### src/rtl/fetch_if.sv
// Fetch-side bundle: ROM address/data, decode redirect controls and IF/ID outputs.
interface fetch_if #(
    parameter int AW = 9
);
    logic [AW-1:0] rom_a;
    logic [31:0]   rom_i;
    logic          stall;
    logic          br_take;
    logic [AW-1:0] br_tgt;
    logic          annul;
    logic          if_valid;
    logic [31:0]   if_instr;
    logic [AW-1:0] if_pc;
    logic [AW-1:0] pc;
    logic [AW-1:0] npc;
    logic          fault;

    modport master (
        output rom_a, if_valid, if_instr, if_pc, pc, npc, fault,
        input  rom_i, stall, br_take, br_tgt, annul
    );

    modport slave (
        input  rom_a, if_valid, if_instr, if_pc, pc, npc, fault,
        output rom_i, stall, br_take, br_tgt, annul
    );
endinterface

### src/rtl/fetch_sequencer.sv
// SPARC instruction-fetch controller: PC/nPC delayed-branch sequencing, annul,
// stall with pending-redirect capture, and sticky halt on misaligned targets.
module fetch_sequencer #(
    parameter int            AW       = 9,
    parameter logic [AW-1:0] RESET_PC = '0
) (
    input  logic clk,
    input  logic R,
    fetch_if.master bus
);
    typedef enum logic [1:0] {BOOT, RUN, HALT} state_t;

    state_t        state_q, state_d;
    logic [AW-1:0] pc_q, pc_d, npc_q, npc_d;
    logic          if_valid_q, if_valid_d;
    logic [31:0]   if_instr_q, if_instr_d;
    logic [AW-1:0] if_pc_q, if_pc_d;
    logic          fault_q, fault_d;
    logic          pend_br_q, pend_br_d;
    logic [AW-1:0] pend_tgt_q, pend_tgt_d;
    logic          pend_annul_q, pend_annul_d;
    logic          squash_q, squash_d;

    logic          redirect;
    logic [AW-1:0] tgt;
    logic          ann;

    // A live br_take takes precedence over a redirect left pending by a stall.
    assign redirect = bus.br_take | pend_br_q;
    assign tgt      = bus.br_take ? bus.br_tgt : pend_tgt_q;
    assign ann      = bus.br_take ? bus.annul  : pend_annul_q;

    always_ff @(posedge clk) begin
        if (R) begin
            state_q      <= BOOT;
            pc_q         <= RESET_PC;
            npc_q        <= RESET_PC + AW'(4);
            if_valid_q   <= 1'b0;
            if_instr_q   <= '0;
            if_pc_q      <= '0;
            fault_q      <= 1'b0;
            pend_br_q    <= 1'b0;
            pend_tgt_q   <= '0;
            pend_annul_q <= 1'b0;
            squash_q     <= 1'b0;
        end else begin
            state_q      <= state_d;
            pc_q         <= pc_d;
            npc_q        <= npc_d;
            if_valid_q   <= if_valid_d;
            if_instr_q   <= if_instr_d;
            if_pc_q      <= if_pc_d;
            fault_q      <= fault_d;
            pend_br_q    <= pend_br_d;
            pend_tgt_q   <= pend_tgt_d;
            pend_annul_q <= pend_annul_d;
            squash_q     <= squash_d;
        end
    end

    always_comb begin
        state_d      = state_q;
        pc_d         = pc_q;
        npc_d        = npc_q;
        if_valid_d   = if_valid_q;
        if_instr_d   = if_instr_q;
        if_pc_d      = if_pc_q;
        fault_d      = fault_q;
        pend_br_d    = pend_br_q;
        pend_tgt_d   = pend_tgt_q;
        pend_annul_d = pend_annul_q;
        squash_d     = squash_q;

        unique case (state_q)
            BOOT: begin
                if_valid_d = 1'b0;
                state_d    = RUN;
            end
            RUN: begin
                if (bus.stall) begin
                    if (bus.br_take) begin
                        pend_br_d    = 1'b1;
                        pend_tgt_d   = bus.br_tgt;
                        pend_annul_d = bus.annul;
                    end
                end else if (redirect && (tgt[1:0] != 2'b00)) begin
                    fault_d      = 1'b1;
                    if_valid_d   = 1'b0;
                    pend_br_d    = 1'b0;
                    pend_annul_d = 1'b0;
                    state_d      = HALT;
                end else begin
                    if_instr_d   = bus.rom_i;
                    if_pc_d      = pc_q;
                    if_valid_d   = ~squash_q;
                    pc_d         = npc_q;
                    npc_d        = redirect ? tgt : npc_q + AW'(4);
                    // Annul kills the word at old nPC, captured on the next advance.
                    squash_d     = redirect & ann;
                    pend_br_d    = 1'b0;
                    pend_annul_d = 1'b0;
                end
            end
            HALT: begin
                if_valid_d = 1'b0;
            end
            default: state_d = BOOT;
        endcase
    end

    assign bus.rom_a    = pc_q;
    assign bus.pc       = pc_q;
    assign bus.npc      = npc_q;
    assign bus.if_valid = if_valid_q;
    assign bus.if_instr = if_instr_q;
    assign bus.if_pc    = if_pc_q;
    assign bus.fault    = fault_q;
endmodule
### src/flat_wrapper.sv
// flat-port wrapper written by rule: the top's interface ports become plain ports
module fetch_sequencer_flat 
#(
    parameter int            AW       = 9,
    parameter logic [AW-1:0] RESET_PC = '0
)
  (clk, R, bus_rom_a, bus_if_valid, bus_if_instr, bus_if_pc, bus_pc, bus_npc, bus_fault, bus_rom_i, bus_stall, bus_br_take, bus_br_tgt, bus_annul);
  fetch_if #(.AW(AW)) bus_i ();
  input  logic clk;
  input  logic R;
  output wire logic [$bits(bus_i.rom_a)-1:0] bus_rom_a;
  output wire logic [$bits(bus_i.if_valid)-1:0] bus_if_valid;
  output wire logic [$bits(bus_i.if_instr)-1:0] bus_if_instr;
  output wire logic [$bits(bus_i.if_pc)-1:0] bus_if_pc;
  output wire logic [$bits(bus_i.pc)-1:0] bus_pc;
  output wire logic [$bits(bus_i.npc)-1:0] bus_npc;
  output wire logic [$bits(bus_i.fault)-1:0] bus_fault;
  input wire logic [$bits(bus_i.rom_i)-1:0] bus_rom_i;
  input wire logic [$bits(bus_i.stall)-1:0] bus_stall;
  input wire logic [$bits(bus_i.br_take)-1:0] bus_br_take;
  input wire logic [$bits(bus_i.br_tgt)-1:0] bus_br_tgt;
  input wire logic [$bits(bus_i.annul)-1:0] bus_annul;
  assign bus_rom_a = bus_i.rom_a;
  assign bus_if_valid = bus_i.if_valid;
  assign bus_if_instr = bus_i.if_instr;
  assign bus_if_pc = bus_i.if_pc;
  assign bus_pc = bus_i.pc;
  assign bus_npc = bus_i.npc;
  assign bus_fault = bus_i.fault;
  assign bus_i.rom_i = bus_rom_i;
  assign bus_i.stall = bus_stall;
  assign bus_i.br_take = bus_br_take;
  assign bus_i.br_tgt = bus_br_tgt;
  assign bus_i.annul = bus_annul;
  fetch_sequencer #(.AW(AW), .RESET_PC(RESET_PC)) u_core (.clk(clk), .R(R), .bus(bus_i));
endmodule
### config.mk
export PLATFORM = sky130hd
export DESIGN_NAME = fetch_sequencer_flat
export DESIGN_NICKNAME = d
export VERILOG_FILES = /design/src/rtl/fetch_if.sv /design/src/rtl/fetch_sequencer.sv /design/src/flat_wrapper.sv
export SDC_FILE = /design/constraint.sdc
export NUM_CORES = 1
export LEC_CHECK = 0
export CELL_PAD_IN_SITES_DETAIL_PLACEMENT = 1
export CELL_PAD_IN_SITES_GLOBAL_PLACEMENT = 1
export CORE_ASPECT_RATIO = 0.5
export CORE_MARGIN = 10
export CORE_UTILIZATION = 30
export CTS_CLUSTER_SIZE = 20
export DETAILED_ROUTE_END_ITERATION = 16
export PLACE_DENSITY = 0.8
export REMOVE_ABC_BUFFERS = 1
export SYNTH_ARGS = -nofsm -noshare
export SYNTH_HDL_FRONTEND = slang
export SYNTH_SLANG_ARGS = --single-unit
### constraint.sdc
create_clock -name clk -period 2.23 [get_ports clk]
set_clock_uncertainty 0.2 [all_clocks]
set_input_delay 0.669 -clock clk [delete_from_list [all_inputs] [get_ports clk]]
set_output_delay 0.669 -clock clk [all_outputs]
set_load 0.03 [all_outputs]
Word level (Yosys, flattened, before mapping)
Index checks and enable logic that the tools add are counted.
- add/subtract/negate cells: 1
- multipliers: 0
- divide/modulo/power cells: 0
- $lt $le $gt $ge: 0
- eq/ne operators: 5
- shift-type cells: 0
- multiplexer cells: 12
- bitwise logic cells: 6
- reductions and logical operators: 11
- operators by type and width (operator ; count):
    $mux W9 ; 2
    $add A9 B3 Y9 const B ; 1
    $reduce_and A3 Y1 ; 3
    $mux W1 ; 6
    $pmux W2 S3 ; 1
    $reduce_and A2 Y1 ; 3
    $mux W2 ; 2
    $ne A2 B1 Y1 const B ; 2
    $not A1 Y1 ; 4
    $reduce_bool A2 Y1 ; 2
    $eq A2 B1 Y1 const B ; 1
    $eq A2 B2 Y1 const B ; 1
    $logic_not A2 Y1 ; 1
    $ne A2 B2 Y1 const B ; 1
    $pmux W1 S2 ; 1
    $reduce_or A2 Y1 ; 1
    $and A1 B1 Y1 ; 1
    $logic_and A1 B1 Y1 ; 1
    $or A1 B1 Y1 ; 1
- flip-flop bits (word level): 75
- latch bits: 0
- RAM bits: 0
- memory bits (read-only): 0
- bits of input ports: 46
- output and inout bits: 70
- word-level logic and storage cells: 46
- memories kept: 0

Longest topological paths before layout
Gate-level depths: netlist of the first run.
- word-level depth: 6
- depth in mapped cells: 6
- mapped depth without buffers: 5

Least setup slack after synthesis of the first run
Ideal clock, no wire load.
- path type: input to register
- start point: input port bus_stall
- end point: register u_core.npc_q[2], in the netlist u_core.bus.npc[2]
- data arrival time: 1582 ps
- data required time: 1908 ps
- slack: 326 ps
- stages on the path: 5
- path buffers: 1
- cells stage by stage: nor3b_4 > o211a_1 > buf_4 > o21ai_1 > a221o_1
- word-level cells in the longest chain between the ends: 2
- RTL lines (element ; line ; text):
    from (decl) ; flat_wrapper.sv:19 ; input wire logic [$bits(bus_i.stall)-1:0] bus_stall;
    $not A1 Y1 (no line) ; -- ;
    $reduce_and A3 Y1 (no line) ; -- ;
    to (signal assigned) ; fetch_sequencer.sv:37 ; npc_q <= RESET_PC + AW'(4);
    to (signal assigned) ; fetch_sequencer.sv:49 ; npc_q <= npc_d;
    to (decl) ; fetch_sequencer.sv:14 ; logic [AW-1:0] pc_q, pc_d, npc_q, npc_d;
No other way between the ends.
A chain may end at the register's enable or synchronous reset.

Worst setup path in the final report of the first run
- start point: input port bus_stall
- end point: register u_core.npc_q[8], in the netlist u_core.bus.npc[8]
The elaborated chain is that of the path after synthesis.

==> Implementation_results.wiki, run 1 <==
{| class="wikitable"
! Metric !! Value
|-
| Outcome || finished, final reports clean
|-
| Via-per-instance ratio || 4.70
|-
| Netlist area before placement || 2960 um2
|-
| Area added between synthesis and finish || 60.3%
|-
| Setup Buffers After CTS || 0
|-
| Startpoint of the lowest-slack register-to-register path || u_core.state_q[0]
|-
| Final wirelength || 10800 um
|-
| Die height || 90.2 um
|-
| Largest family of logic cells by synthesized area || simple AND/OR/NAND/NOR gates
|-
| Cell-by-cell trace of the critical path || clkdlybuf4s50_1 -> nor3b_4 -> o211ai_1 -> buf_4 -> buf_12 -> o21ai_0 -> a21oi_1
|-
| Post-synthesis compound-gate area fraction || 18.7%
|-
| Total Nets Final || 548
|-
| Period minus WS final || 2.20 ns
|-
| Capture point of the worst path || u_core.bus.npc[8]
|-
| Synth async-reset ratio || 0%
|-
| Most common cell in the synthesized netlist || nand2_1
|-
| Fraction of final layout cells sized beyond drive strength 1 || 12.5%
|-
| Layout Utilization || 49.7%
|-
| Die Width || 160 um
|-
| Starting density of the core || 31.0%
|-
| Static leakage power || 2.22 nW
|-
| Number of enable flip-flop cells after synthesis || 0
|-
| Slowest cell on the critical path || clkdlybuf4s50_1
|-
| Source-to-sink clock delay at the later pin of the worst-skew pair || 0.33 ns
|-
| Total inserted antenna cells || 0
|-
| Number of antenna violations at the first check in global routing || 0
|-
| Crit start category || input pin
|-
| Post-Synth Simple-Gate Area || 22.1%
|-
| Setup TNS || 0 ns
|-
| Number of max-slew violations in the final report || 0
|-
| Highest ir drop seen on vdd || 365 uV
|-
| Peak fanout along the critical path || 12
|-
| Area share of the leading cell type in the synthesized netlist || 50.7%
|-
| Required time reported for the critical path endpoint || 2.24 ns
|-
| Count of synthesis-stage warnings from yosys || 0
|-
| Clock tree from TritonCTS || built
|-
| Most frequent cells after synthesis || 127 x nand2_1, 75 x dfxtp_1, 69 x a21oi_1, 12 x buf_2, 12 x clkbuf_1
|-
| Register-to-register setup slack || 0.40 ns
|-
| Arrival time of the worst setup path || 2.21 ns
|-
| Family with the most delay on the worst path || buffers and inverters
|-
| # setup viols final || 0
|-
| Worst reg2reg path endpoint || u_core.bus.npc[8]
|-
| Clock Pin Slew Worst Setup and Hold Paths || 0.06 ns
|-
| Total stage count of the critical path || 7
|-
| Die Outline Area || 14500 um2
|-
| Starting DRC count in detailed routing || 97
|-
| Synth Area in Adders || 0.423%
|-
| Delay contributed by the slowest stage of the critical path || 0.46 ns
|-
| Mux contribution to synthesized area || 1.35%
|-
| Std-Cell Rows || 25
|-
| Detailed Place HPWL || 8080 um
|-
| Number of nets still failing antenna checks after routing || 0
|-
| Synthesized flop and latch total || 75
|-
| Largest net degree at the start of global routing || 50
|-
| Worst path buffer plus inverter count || 3
|-
| Nature of the critical path endpoint || flip-flop
|-
| Number of hold buffers added after cts || 0
|-
| Final weighted congestion of routability-driven global placement || 0.781
|-
| Overall routing resource usage || 14.7%
|-
| Maxcap violations || 0
|-
| Bufs on Longest Clock Path || 2
|-
| Hold Crit Class || flip-flop to flip-flop
|-
| Period utilization || 98.7%
|-
| Top flip-flop cell by instance count after synthesis || dfxtp_1
|-
| Core Box Area || 9540 um2
|-
| PnR worst setup slack || 0.0291 ns
|-
| # port buffers || 115
|-
| Inserted Clock Buffers || 9
|-
| Category of the critical setup timing path || input pin to flip-flop
|-
| Post-synthesis cell count || 372
|-
| Vias || 3013
|-
| Via count of the first global-routing pass || 3212
|-
| Cell types occupying the most area after synthesis || dfxtp_1 51%, nand2_1 16%, a21oi_1 12%
|-
| Overall power consumption || 3.26 mW
|-
| Number of remaining DRC errors || 0
|-
| Number of detailed-routing iterations run before antenna repair || 4
|-
| Rel. slew slack || 69.3%
|-
| CP Launch Point || bus_stall
|-
| Unrepaired setup endpoints after global routing || true
|-
| Wire length of the first global-routing pass || 17300 um
|-
| Power per standard cell area || 687 nW/um2
|-
| I/O pin count || 116
|-
| Depth of the CTS H-tree || 3
|-
| Transition at the pin with the smallest max-transition slack || 0.455 ns
|-
| Depth of the worst register-to-register path || 6
|-
| Highest clock frequency the design can meet || 0.454 GHz
|-
| Count of distinct cell types in the synthesized netlist || 37
|-
| Proportion of synthesized chip area in sequential cells || 50.7%
|-
| Synth Area in XOR/XNOR || 0%
|-
| Root cell of the clock tree || clkbuf_16
|-
| Number of sinks handled by clock tree synthesis || 75
|-
| Place WS || -0.328 ns
|-
| Wirelength per Cell || 16.9 um
|-
| Library cell occupying the most area in the post-synthesis netlist || dfxtp_1
|-
| Hold Fails Final Rpt || 0
|-
| Post-synthesis average cell area || 7.95 um2
|-
| Remaining global-route overflow || 0
|}
## how the worst min path moves through the flow
| stage | startpoint | end | slack, ns | depth (start not counted) |
|---|---|---|---|---|
| 5_1_grt | u_core.bus.if_instr[20] | u_core.bus.if_instr[20] | 0.27 | 2 |
| 3_3_place_gp | u_core.bus.if_instr[25] | u_core.bus.if_instr[25] | 0.24 | 2 |
| 4_1_cts | u_core.bus.if_pc[6] | u_core.bus.if_pc[6] | 0.25 | 2 |
| 6_report | u_core.bus.if_instr[4] | u_core.bus.if_instr[4] | 0.25 | 2 |
| 3_5_place_dp | u_core.bus.if_instr[11] | u_core.bus.if_instr[11] | 0.25 | 2 |
| 2_1_floorplan | u_core.pend_tgt_q[1] | u_core.pend_tgt_q[1] | 0.23 | 2 |
## layout by cell type, fill, tap and decap left out, drive strengths merged
cell type        n
a211oi           4
a21bo            1
a21oi           70
a221o            1
a22oi            1
a311oi           2
a31o             1
and2             4
and3b            1
and4             1
buf             39
clkbuf          11
clkdlybuf4s50   44
clkinv           4
clkinvlp         1
dfxtp           75
dlygate4sd2     55
dlymetal6s2s    15
ha               1
inv              2
mux2i            4
nand2          127
nand2b           1
nand3            3
nand3b           1
nand4b           1
nor2            10
nor2b            2
nor3             3
nor3b            1
o211a            1
o211ai           3
o21a             1
o21ai           12
o41ai            1
or2              1
or3              1
## cells by family after synthesis
group                      after synthesis
AOI/OAI and AO/OA                       98
muxes                                    4
DFF                                     75
adders and majority gates                1
buffers and inverters                   37
and+or+nand+nor                        157
## tightest hold or removal path, stage by stage (launching register included)
cell and delay (ns):
dfxtp_1 0.30, nand2_1 0.05, a21oi_1 0.05
## through the flow
| stage | cell area, um2 | std cells | hold slack (ns) |
|---|---|---|---|
| after floorplan | 2770 | 337 | 0.227 |
| after global placement | 4480 | 625 | 0.241 |
| after detailed placement | 4480 | 625 | 0.247 |
| after CTS | 4690 | 641 | 0.254 |
| after global routing | 4740 | 641 | 0.272 |
| final | 4740 | 641 | 0.250 |
## layer usage
metal / part of all wire (%) / routed length, um / GRT usage [%] / up-vias
met5: 0 / 0 / 0 / -
met4: 1.9 / 204 / 4.86 / 0
met3: 3.6 / 395 / 4.28 / 18
met2: 56 / 6080 / 28.6 / 51
met1: 38 / 4150 / 14.5 / 1461
li1: - / - / - / 1483
## repair_timing
| action | 4_1_cts | 5_1_grt |
|---|---|---|
| gates resized for setup | 55 | 18 |
| gates cloned | 0 | 0 |
| endpoints found under the setup margin | 55 | 51 |
## report_power, final
group,switching (mW),leakage (nW),internal (mW)
registers,0.0254,0.609,1.39
clock network,0.554,0.141,0.805
logic,0.258,1.47,0.228
total,0.837,2.22,2.42
## sequential cells by signal (all words and copies together) (netlist names)
register and cells:
u_core.bus.npc 9, u_core.bus.fault 1, u_core.pend_tgt_q 9, u_core.bus.if_valid 1, u_core.pend_br_q 1, u_core.state_q 2, u_core.bus.pc 9, u_core.squash_q 1
u_core.bus.if_instr 32, u_core.bus.if_pc 9, u_core.pend_annul_q 1
## layout make-up
class                      count  area (um2)
fill                        1165        4800
timing repair buffer         153        1510
sequential                    75        1500
multi-input combinational    260        1270
clock buffer                  11         253
tap                          135         169
clock inverter                 5        27.5
inverter                       2        7.51
Note: power is estimated with default switching activity, not from simulation.
==> inputs of run 2 (changes only) <==
Settings changed: CTS_BUF_LIST set to sky130_fd_sc_hd__clkbuf_16, SETUP_SLACK_MARGIN set to 0.15.
==> Implementation_results.wiki, run 2 (synthesized netlist as in run 1, its figures left out) <==
{| class="wikitable"
! Metric !! Value
|-
| Peak fanout along the critical path || 4
|-
| Delay contributed by the slowest stage of the critical path || 0.43 ns
|-
| Rel. slew slack || 70.3%
|-
| Highest ir drop seen on vdd || 302 uV
|-
| Source-to-sink clock delay at the later pin of the worst-skew pair || 0.33 ns
|-
| Setup TNS || 0 ns
|-
| Final wirelength || 11100 um
|-
| Slowest cell on the critical path || dlygate4sd2_1
|-
| Wire length of the first global-routing pass || 17700 um
|-
| Layout Utilization || 49.5%
|-
| Arrival time of the worst setup path || 1.16 ns
|-
| Root cell of the clock tree || clkbuf_16
|-
| Total inserted antenna cells || 0
|-
| Largest net degree at the start of global routing || 50
|-
| Die height || 90.2 um
|-
| Number of sinks handled by clock tree synthesis || 75
|-
| Register-to-register setup slack || 0.43 ns
|-
| Via-per-instance ratio || 4.74
|-
| CP Launch Point || u_core.bus.pc[6]
|-
| Die Outline Area || 14500 um2
|-
| Commonest non-fill, non-tap cells in the layout || 127 x nand2_1, 75 x dfxtp_1, 69 x dlygate4sd2_1
|-
| Power per standard cell area || 677 nW/um2
|-
| Vias || 3049
|-
| Worst min-delay path startpoint || u_core.bus.if_instr[20]
|-
| Final weighted congestion of routability-driven global placement || 0.781
|-
| Starting density of the core || 31.0%
|-
| Nature of the critical path endpoint || primary output
|-
| Hold Crit Class || flip-flop to flip-flop
|-
| Number of remaining DRC errors || 0
|-
| Smallest hold slack || 0.250 ns
|-
| Number of hold buffers added after cts || 0
|-
| Most frequent standard cell in the layout excluding fill and tap cells || nand2_1
|-
| # placed instances || 625
|-
| Number of flip-flops in the largest register || 32
|-
| Outcome || finished, final reports clean
|-
| # setup viols final || 0
|-
| Inserted Clock Buffers || 9
|-
| Clock tree from TritonCTS || built
|-
| Overall routing resource usage || 15.0%
|-
| Static leakage power || 2.04 nW
|-
| Via count of the first global-routing pass || 3279
|-
| Number of antenna violations at the first check in global routing || 0
|-
| Crit start category || flip-flop
|-
| Transition at the pin with the smallest max-transition slack || 0.441 ns
|-
| Bufs on Longest Clock Path || 2
|-
| Detailed Place HPWL || 8080 um
|-
| Maxcap violations || 0
|-
| Cell-by-cell trace of the critical path || dlygate4sd2_1
|-
| Depth of the CTS H-tree || 3
|-
| Category of the critical setup timing path || flip-flop to primary output
|-
| Area added between synthesis and finish || 59.7%
|-
| Final non-filler cell total || 643
|-
| Die Width || 160 um
|-
| Clock Pin Slew Worst Setup and Hold Paths || 0.06 ns
|-
| Starting DRC count in detailed routing || 135
|-
| Overall power consumption || 3.20 mW
|-
| I/O pin count || 116
|-
| Highest clock frequency the design can meet || 0.494 GHz
|-
| Core Box Area || 9540 um2
|-
| Fillers || 1156
|-
| Period minus WS final || 2.03 ns
|-
| Number of detailed-routing iterations run before antenna repair || 4
|-
| Worst path buffer plus inverter count || 1
|-
| Total Nets Final || 550
|-
| Number of max-slew violations in the final report || 0
|-
| Fraction of final layout cells sized beyond drive strength 1 || 13.6%
|-
| Place WS || -0.328 ns
|-
| Total cell area at the placement stage || 4480 um2
|-
| Period utilization || 90.8%
|-
| Post-Layout Inst Area || 4720 um2
|-
| PnR worst setup slack || 0.205 ns
|-
| Std-Cell Rows || 25
|-
| Remaining global-route overflow || 0
|-
| # port buffers || 115
|-
| Unrepaired setup endpoints after global routing || false
|-
| Family with the most delay on the worst path || buffers and inverters
|-
| Hold Fails Final Rpt || 0
|-
| Startpoint of the lowest-slack register-to-register path || u_core.state_q[0]
|-
| Number of nets still failing antenna checks after routing || 0
|-
| Wirelength per Cell || 17.2 um
|-
| Required time reported for the critical path endpoint || 1.36 ns
|}
==> run 2: path summary, 6_finish.rpt <==
path	depth (start not counted)	end
worst min register to register	2	u_core.bus.if_instr[20]
worst max-delay path	1	bus_rom_a[6]
worst min-delay path	2	u_core.bus.if_instr[20]
worst max register to register	5	u_core.bus.npc[6]
==> run 2: layout make-up <==
type                    count  area [um2]  share of cell area [%]
repair buffers            155        1500                    31.8
flip-flops and latches     75        1500                    31.8
multi-input cells         260        1280                    27.1
clock buffers               9         225                    4.77
well taps                 135         169                    3.58
clock inverters             7        35.0                   0.742
inverters                   2        7.51                   0.159
==> run 2: routing by layer <==
layer,vias up,wire [um],track usage (%)
met5,-,0,0
met4,0,263,6.38
met3,21,313,3.37
met2,61,6150,29.1
met1,1477,4320,15.0
li1,1490,-,-
==> run 2: tightest hold or removal path, cell delays in order, from the launching register on <==
cell and delay, ns:
dfxtp_1 0.30, nand2_1 0.05, a21oi_1 0.05
==> run 2: report_power, final <==
part | switching, mW | internal, mW | leakage (nW)
logic | 0.263 | 0.233 | 1.31
registers | 0.0256 | 1.39 | 0.609
clock network | 0.553 | 0.736 | 0.130
==> run 2: repair_timing <==
action | CTS | global route
cloned | 1 | 0
endpoints found under the hold margin | 0 | 0
pin swaps | 1 | 3
gates resized for setup | 77 | 11
setup buffers | 0 | 1
endpoints found under the setup margin | 123 | 19
